===== config.mk =====
export PLATFORM = sky130hd
export DESIGN_NAME = mult_div_unit
export DESIGN_NICKNAME = d
export VERILOG_FILES = /design/src/rtl/mult_div_unit.sv
export SDC_FILE = /design/constraint.sdc
export NUM_CORES = 1
export LEC_CHECK = 0
export CAP_MARGIN = 20
export CORE_MARGIN = 5
export CORE_UTILIZATION = 55
export DETAILED_ROUTE_END_ITERATION = 6
export PLACE_DENSITY = 0.8
export SYNTH_ARGS = -nofsm -noshare
export SYNTH_HDL_FRONTEND = slang
export SYNTH_SLANG_ARGS = --single-unit
export TNS_END_PERCENT = 1

===== constraint.sdc =====
create_clock -name clk -period 4.1 [get_ports clk]
set_clock_uncertainty 0.15 [all_clocks]
set_input_delay 0.82 -clock clk [delete_from_list [all_inputs] [get_ports clk]]
set_output_delay 0.82 -clock clk [all_outputs]
set_load 0.005 [all_outputs]

===== src/rtl/mult_div_unit.sv =====
// Iterative multiply/divide unit with HI/LO registers for the MIPS EX stage.
// Radix-2 shift-add multiply and restoring divide over a shared 2*WIDTH accumulator.
module mult_div_unit #(
  parameter int WIDTH = 32
) (
  input  logic             clk,
  input  logic             rst,
  input  logic             start,
  input  logic [2:0]       op,
  input  logic [WIDTH-1:0] a,
  input  logic [WIDTH-1:0] b,
  input  logic             flush,
  output logic             busy,
  output logic             done,
  output logic             div_zero,
  output logic [WIDTH-1:0] hi,
  output logic [WIDTH-1:0] lo
);

  localparam int CNT_W = $clog2(WIDTH);
  localparam logic [2:0] OP_MTHI = 3'b100;
  localparam logic [2:0] OP_MTLO = 3'b101;

  typedef enum logic [1:0] {
    S_IDLE = 2'd0,
    S_CALC = 2'd1,
    S_FIX  = 2'd2
  } state_t;

  state_t               state_r, state_next_s;
  logic [CNT_W-1:0]     cnt_r;
  logic [2*WIDTH-1:0]   acc_r, acc_next_s;
  logic [WIDTH-1:0]     opnd_r;
  logic                 is_div_r, bzero_r, neg_q_r, neg_r_r;
  logic [WIDTH-1:0]     hi_r, lo_r;
  logic                 done_r, div_zero_r;

  logic                 req_s, load_s, mthi_s, mtlo_s, step_s, fin_s, commit_s;
  logic                 signed_s, sa_s, sb_s;
  logic [WIDTH-1:0]     mag_a_s, mag_b_s;
  logic [WIDTH:0]       mul_sum_s, div_shift_s, div_diff_s;
  logic [2*WIDTH-1:0]   prod_s;
  logic [WIDTH-1:0]     quo_s, rem_s, res_hi_s, res_lo_s;

  function automatic logic [WIDTH-1:0] neg_w(input logic [WIDTH-1:0] x);
    return {WIDTH{1'b0}} - x;
  endfunction

  // State register
  always_ff @(posedge clk or negedge rst) begin
    if (!rst) begin
      state_r <= S_IDLE;
    end else begin
      state_r <= state_next_s;
    end
  end

  // Next-state logic; flush wins over start and aborts CALC/FIX
  always_comb begin
    state_next_s = state_r;
    case (state_r)
      S_IDLE: begin
        if (!flush && start && !op[2]) state_next_s = S_CALC;
        else                           state_next_s = S_IDLE;
      end
      S_CALC: begin
        if (flush)                        state_next_s = S_IDLE;
        else if (cnt_r == {CNT_W{1'b0}})  state_next_s = S_FIX;
        else                              state_next_s = S_CALC;
      end
      S_FIX:   state_next_s = S_IDLE;
      default: state_next_s = S_IDLE;
    endcase
  end

  // Control decode from the current state
  always_comb begin
    req_s    = (state_r == S_IDLE) && start && !flush;
    load_s   = req_s && !op[2];
    mthi_s   = req_s && (op == OP_MTHI);
    mtlo_s   = req_s && (op == OP_MTLO);
    step_s   = (state_r == S_CALC) && !flush;
    fin_s    = (state_r == S_FIX) && !flush;
    commit_s = fin_s && !(is_div_r && bzero_r);
  end

  // Operand magnitudes and sign flags at issue
  always_comb begin
    signed_s = ~op[0];
    sa_s     = signed_s & a[WIDTH-1];
    sb_s     = signed_s & b[WIDTH-1];
    mag_a_s  = sa_s ? neg_w(a) : a;
    mag_b_s  = sb_s ? neg_w(b) : b;
  end

  // One iteration: multiply adds then shifts right, divide shifts left then trial-subtracts
  always_comb begin
    mul_sum_s   = {1'b0, acc_r[2*WIDTH-1:WIDTH]} +
                  (acc_r[0] ? {1'b0, opnd_r} : {(WIDTH+1){1'b0}});
    div_shift_s = acc_r[2*WIDTH-1:WIDTH-1];
    div_diff_s  = div_shift_s - {1'b0, opnd_r};
    if (is_div_r) begin
      if (div_diff_s[WIDTH]) acc_next_s = {div_shift_s[WIDTH-1:0], acc_r[WIDTH-2:0], 1'b0};
      else                   acc_next_s = {div_diff_s[WIDTH-1:0], acc_r[WIDTH-2:0], 1'b1};
    end else begin
      acc_next_s = {mul_sum_s, acc_r[WIDTH-1:1]};
    end
  end

  // Sign correction of the finished magnitudes
  always_comb begin
    prod_s = neg_q_r ? ({(2*WIDTH){1'b0}} - acc_r) : acc_r;
    quo_s  = neg_q_r ? neg_w(acc_r[WIDTH-1:0]) : acc_r[WIDTH-1:0];
    rem_s  = neg_r_r ? neg_w(acc_r[2*WIDTH-1:WIDTH]) : acc_r[2*WIDTH-1:WIDTH];
    if (is_div_r) begin
      res_hi_s = rem_s;
      res_lo_s = quo_s;
    end else begin
      res_hi_s = prod_s[2*WIDTH-1:WIDTH];
      res_lo_s = prod_s[WIDTH-1:0];
    end
  end

  // Datapath, HI/LO and status registers
  always_ff @(posedge clk or negedge rst) begin
    if (!rst) begin
      cnt_r      <= {CNT_W{1'b0}};
      acc_r      <= {(2*WIDTH){1'b0}};
      opnd_r     <= {WIDTH{1'b0}};
      is_div_r   <= 1'b0;
      bzero_r    <= 1'b0;
      neg_q_r    <= 1'b0;
      neg_r_r    <= 1'b0;
      hi_r       <= {WIDTH{1'b0}};
      lo_r       <= {WIDTH{1'b0}};
      done_r     <= 1'b0;
      div_zero_r <= 1'b0;
    end else begin
      if (load_s) begin
        cnt_r    <= CNT_W'(WIDTH - 1);
        is_div_r <= op[1];
        bzero_r  <= (b == {WIDTH{1'b0}});
        neg_q_r  <= sa_s ^ sb_s;
        neg_r_r  <= sa_s;
        opnd_r   <= op[1] ? mag_b_s : mag_a_s;
        acc_r    <= {{WIDTH{1'b0}}, (op[1] ? mag_a_s : mag_b_s)};
      end else if (step_s) begin
        cnt_r <= cnt_r - CNT_W'(1);
        acc_r <= acc_next_s;
      end else begin
        cnt_r <= cnt_r;
        acc_r <= acc_r;
      end
      if (commit_s) begin
        hi_r <= res_hi_s;
        lo_r <= res_lo_s;
      end else if (mthi_s) begin
        hi_r <= a;
      end else if (mtlo_s) begin
        lo_r <= a;
      end else begin
        hi_r <= hi_r;
      end
      done_r     <= fin_s;
      div_zero_r <= fin_s && is_div_r && bzero_r;
    end
  end

  assign busy     = (state_r != S_IDLE);
  assign done     = done_r;
  assign div_zero = div_zero_r;
  assign hi       = hi_r;
  assign lo       = lo_r;

endmodule


Word-level counts from Yosys, hierarchy flattened
Index checks and enable logic that the tools add are counted.
- bits in registers: 173
- output and inout port bits: 67
- bits in latches: 0
- word-level logic and storage cells: 78
- bits in writable memories: 0
- memories: 0
- memory bits (read-only): 0
- multiplexer cells: 25
- divide/modulo/power cells: 0
- bitwise logic cells: 4
- equality and inequality tests: 5
- reductions and logical operators: 24
- add/sub/neg operators: 8
- order comparisons: 0
- multiply operators: 0
- shifts and indexed selects: 0
- operator list (kind ; number):
    $mux W32 ; 14
    $mux W64 ; 5
    $sub A1 B32 Y32 const A ; 4
    $sub A1 B64 Y64 const A ; 1
    $add A32 B32 Y33 ; 1
    $sub A33 B32 Y33 ; 1
    $logic_not A32 Y1 ; 1
    $logic_and A1 B1 Y1 ; 13
    $mux W5 ; 2
    $reduce_bool A2 Y1 ; 4
    $eq A3 B3 Y1 const B ; 2
    $logic_not A5 Y1 ; 1
    $sub A5 B1 Y5 const B ; 1
    $mux W2 ; 2
    $pmux W2 S2 ; 1
    $logic_not A1 Y1 ; 3
    $and A1 B1 Y1 ; 2
    $eq A2 B1 Y1 const B ; 1
    $eq A2 B2 Y1 const B ; 1
    $logic_not A2 Y1 ; 1
    $ne A2 B1 Y1 const B ; 1
    $reduce_and A2 Y1 ; 1
    $mux W1 ; 1
    $not A1 Y1 ; 1
    $xor A1 B1 Y1 ; 1

Longest topological paths before layout
- word-level depth: 7
- depth in mapped cells: 14
- depth with buffers taken out: 13

Worst setup path after synthesis
Ideal clock, no wire load.
- path type: reg-to-reg
- start point: reg acc_r[0]
- end point: reg acc_r[62]
- data required time: 3824 ps
- path slack: 629 ps
- setup time: 126 ps
- stages on the path, launching flop included: 13
- buffers on the path: 1
- arrival time: 3195 ps
- path through: dfrtp_1 > inv_1 > clkbuf_1 > nor2_1 > ha_1 > nand2_1 > or3_1 > o31a_1 > o41a_1 > o21ai_1 > o211ai_1 > xnor2_1 > a221o_1
- word-level cells in the longest chain between the ends: 5
- ends and longest elaborated chain (item ; line ; source):
    from (decl) ; 32 ; logic [2*WIDTH-1:0] acc_r, acc_next_s;
    from (signal assigned) ; 128 ; acc_r <= {(2*WIDTH){1'b0}};
    from (signal assigned) ; 146 ; acc_r <= {{WIDTH{1'b0}}, (op[1] ? mag_a_s : mag_b_s)};
    from (signal assigned) ; 149 ; acc_r <= acc_next_s;
    $mux W32 ; 99 ; (acc_r[0] ? {1'b0, opnd_r} : {(WIDTH+1){1'b0}});
    $add A32 B32 Y33 ; 98 ; mul_sum_s = {1'b0, acc_r[2*WIDTH-1:WIDTH]} +
    $mux W64 ; 102 ; if (is_div_r) begin
    $mux W64 ; 147 ; end else if (step_s) begin
    $mux W64 ; 139 ; if (load_s) begin
Every way passes these cells. The select of a mux whose other input is x is not followed.
A chain may end at the register's enable or synchronous reset.

Final worst setup path
- start point: reg acc_r[32]
- end point: reg acc_r[63]
- word-level cells in the longest chain between the ends: 5
- elaborated cells on any way between the ends: 6
- those cells by class: 2 x add/sub; 4 x mux
- ends and longest elaborated chain (item ; line ; source):
    $sub A33 B32 Y33 ; 101 ; div_diff_s = div_shift_s - {1'b0, opnd_r};
    $mux W64 ; 103 ; if (div_diff_s[WIDTH]) acc_next_s = {div_shift_s[WIDTH-1:0], acc_r[WIDTH-2:0], 1'b0};
    $mux W64 * ; 102 ;
    $mux W64 * ; 147 ;
    $mux W64 * ; 139 ;
Mark *: on every way between the ends. The rest lies on a longest branch, timed or not. The select of a mux whose other input is x is not followed.

==> summary.md <==
| Metric | Value |
|---|---|
| Status | `finished clean` |
| Num ports | `138` |
| CTS sink count | `173` |
| Syn. warnings | `0` |
| First-pass GRT wire length | `around 84 mm` |
| #FFs+latches synth | `~170` |
| Largest area contributor in the netlist | `dfrtp_1` |
| Total CTS buffers | `17` |
| Iteration count of the initial detailed-routing pass | `6` |
| Detail Route Antenna Nets | `0` |
| Initial DRC Count | `between 1.5k and 2k` |
| Via count | `15.6k` |
| Final setup margin | `~0.33 ns` |
| Top cells by count, synth | `nand2_1, o21ai_0, nor2_1, dfrtp_1, a21oi_1` |
| Part of the power in combinational logic | `62.0%` |
| Pleak | `7.77 nW` |
| Net Sw Power | `around 5.7 mW` |
| Cell count after synthesis | `1921` |
| TritonCTS clock tree | `done` |
| CP max FO | `7` |
| DRC Markers | `0` |
| All-Layer GR Usage | `34.6%` |
| Seq/Total Area, Yosys | `between 20 and 30%` |
| HPWL after DPL | `~42 mm` |
| Antenna cell count | `0` |
| Share of the synthesized area in the top cell type | `28.5%` |
| Vias in the first global route | `around 15k` |
| RSZ-0062 raised after global routing | `false` |
| Pre-CTS WS | `about 0.14 ns` |
| Vias per cell | `~6.5` |
| Final setup violation count | `0` |
| Critical Path End Type | `register` |
| Top cells by area, synth | `dfrtp_1, o21ai_0, mux2i_1` |
| WP data arrival | `between 4 and 5 ns` |
| Worst R2R Setup Slack | `~0.33 ns` |
| Core area | `27000 µm²` |
| CP startpoint kind | `register` |
| Clk slew on worst S/H paths | `~0.080 ns` |
| Critical Path RT | `~4.4 ns` |
| PortBufs | `137` |
| Synth Cell Area | `roughly 15000 µm²` |
| Crit share post-route | `92.0%` |
| Pwr/cell area | `roughly 660 nW/µm²` |
| Crit Path Category | `reg2reg` |
| Max-Cap Viols | `0` |
| Fin. Hold Viols | `0` |
| Clock network power share | `between 10 and 15%` |
| Internal Power | `around 6 mW` |
| Final RePlAce weighted congestion | `1.03` |
| Slew margin rel. | `between 30% and 40%` |
| Avg Inst Size Synth | `7.90 µm²` |
| Layout Nets | `between 2k and 2.5k` |
| Cell variety after synth | `80` |
| R2R depth | `13` |
| Area growth syn-to-layout | `17.7%` |
| Worst r2r src | `acc_r[32]` |
| Ys async rst share | `between 90% and 100%` |
| Reg2reg end | `acc_r[63]` |
| Worst-Margin Slew | `just over 0.9 ns` |
| Fin. max-slew vios | `0` |
| Hold Buf Count CTS | `0` |
| Synth Flop Type | `dfrtp_1` |
| Layout cell share with drive strength beyond 1 | `8.81%` |
| Post-CTS sizing | `0` |
| Die X | `176 µm` |
| Root Driver | `clkbuf_16` |
| Row count | `60` |
| Number of synthesized flops with an enable pin | `0` |
| # H-tree levels | `4` |
| Die area | `between 30000 and 40000 µm²` |
| Post-route setup TNS | `0 ns` |
| DR WL/cell | `approximately 23 µm` |
| Count leader, synth | `nand2_1` |
| Post-CTS Setup Bufs | `0` |
| Final wirelength | `between 50 and 60 mm` |
| HP Class | `in2async` |
| Clock Tree Buf Depth | `2` |
| Initial antenna violation count | `0` |
| Fin crit period | `between 3 and 4 ns` |
| Fillers | `2315` |
| Sw Share | `just under 50%` |
| Initial Util | `56.1%` |
| Reg area | `4330 µm²` |
| Worst skew pair latency | `between 0.4 and 0.5 ns` |
| Hold Slack | `between 0.2 and 0.3 ns` |
| Grt total ovfl | `0` |
| Height of the die | `176 µm` |
| FMAX | `0.265 GHz` |
| Syn Nets | `2063` |
| Sequential power share | `24.4%` |
| Area of the multi-input gates | `around 10000 µm²` |
| Peak supply drop | `~0.00033 V` |
| Pin count of the biggest net entering global routing | `85` |
## cells in the final DEF (no fill, tap or decap), types with 7 or more instances in the layout
cell / n
nor2_1: 173
nand3_1: 29
and2_1: 9
xnor2_1: 86
clkbuf_16: 17
o21ai_1: 15
o21bai_1: 9
ha_1: 69
o21ai_0: 212
nand2b_1: 20
or3_1: 24
inv_1: 60
o41ai_1: 8
a31oi_1: 8
o31ai_1: 19
o211ai_1: 46
mux2_2: 10
a21oi_1: 167
a22oi_1: 13
nand2_1: 219
nor2b_1: 17
a21boi_0: 8
nor4_1: 16
a21o_1: 24
or2_2: 10
xor2_1: 85
and3_1: 15
o31a_1: 7
mux2i_1: 104
nor3_1: 28
dfrtp_1: 172
buf_4: 84
a211oi_1: 16
clkdlybuf4s50_1: 135
## flip-flops by register name, indices dropped and copies added, names as in the netlist
signal / count
bzero_r: 1
lo: 32
hi: 32
state_r: 2
acc_r: 64
neg_q_r: 1
neg_r_r: 1
is_div_r: 1
done: 1
opnd_r: 32
div_zero: 1
cnt_r: 5
## through the flow
step	power [mW]	util (%)	instances	instance area, µm²
final	11.8	66.1	2407	17900
after global routing	12.6	66.1	2407	17900
after CTS	11.6	66.1	2407	17900
after detailed placement	10.0	64.1	2375	17300
after global placement	9.88	64.1	2375	17300
after floorplan	7.59	-	1921	15200
## worst max path at each step
| stage | from | slack [ns] | cells after the start | to |
|---|---|---|---|---|
| after floorplan | acc_r[0] | 0.63 | 12 | acc_r[62] |
| after global placement | b[9] | 0.24 | 10 | acc_r[27] |
| after detailed placement | b[7] | 0.14 | 9 | opnd_r[29] |
| after CTS | acc_r[32] | 0.46 | 13 | acc_r[63] |
| after global routing | acc_r[32] | 0.22 | 12 | acc_r[49] |
| final | acc_r[32] | 0.33 | 13 | acc_r[63] |
## critical path, cell delays in order (launching register included)
cell	delay [ns]
dfrtp_1	0.51
ha_1	0.25
inv_1	0.07
fa_1	0.42
nor2b_1	0.21
o31ai_2	0.11
a31o_2	0.23
a21oi_1	0.18
o31a_1	0.18
o211a_1	0.33
a21boi_0	0.14
buf_4	0.16
o41ai_1	0.53
a32o_1	0.25
## cell families after synthesis
logic type | synth area share (%)
AO/OA/AOI/OAI | 24.4
XOR/XNOR | 9.87
adder cells (fa/ha/maj) | 5.95
buffers and inverters | 4.44
flip-flops | 28.5
multiplexers | 7.70
AND/OR/NAND/NOR | 19.1
## per-layer routing
| layer | part of all wire [%] | up-vias | track usage [%] |
|---|---|---|---|
| li1 | - | 7139 | - |
| met3 | 12 | 138 | 8.82 |
| met4 | 5.0 | 0 | 15.4 |
| met2 | 41 | 919 | 50.0 |
| met5 | 0 | - | 0 |
| met1 | 42 | 7385 | 49.0 |
## power by group through the flow
| stage | sequential (mW) | clock [mW] | combinational (mW) |
|---|---|---|---|
| floorplan | 2.68 | 0 | 4.92 |
| global placement | 2.86 | 0 | 7.01 |
| detailed placement | 2.88 | 0 | 7.13 |
| CTS | 2.85 | 1.60 | 7.19 |
| global route | 2.94 | 1.67 | 7.95 |
| finish | 2.89 | 1.61 | 7.33 |
## final cells by class
class / instances / area share [%]
Clock inverter: 15 / 0.707
Multi-Input combinational cell: 1575 / 57.2
Clock buffer: 17 / 2.38
Tap cell: 341 / 2.39
Timing Repair Buffer: 226 / 11.8
Sequential cell: 173 / 24.2
Inverter: 60 / 1.26
Power figures use the tool's default switching activity.
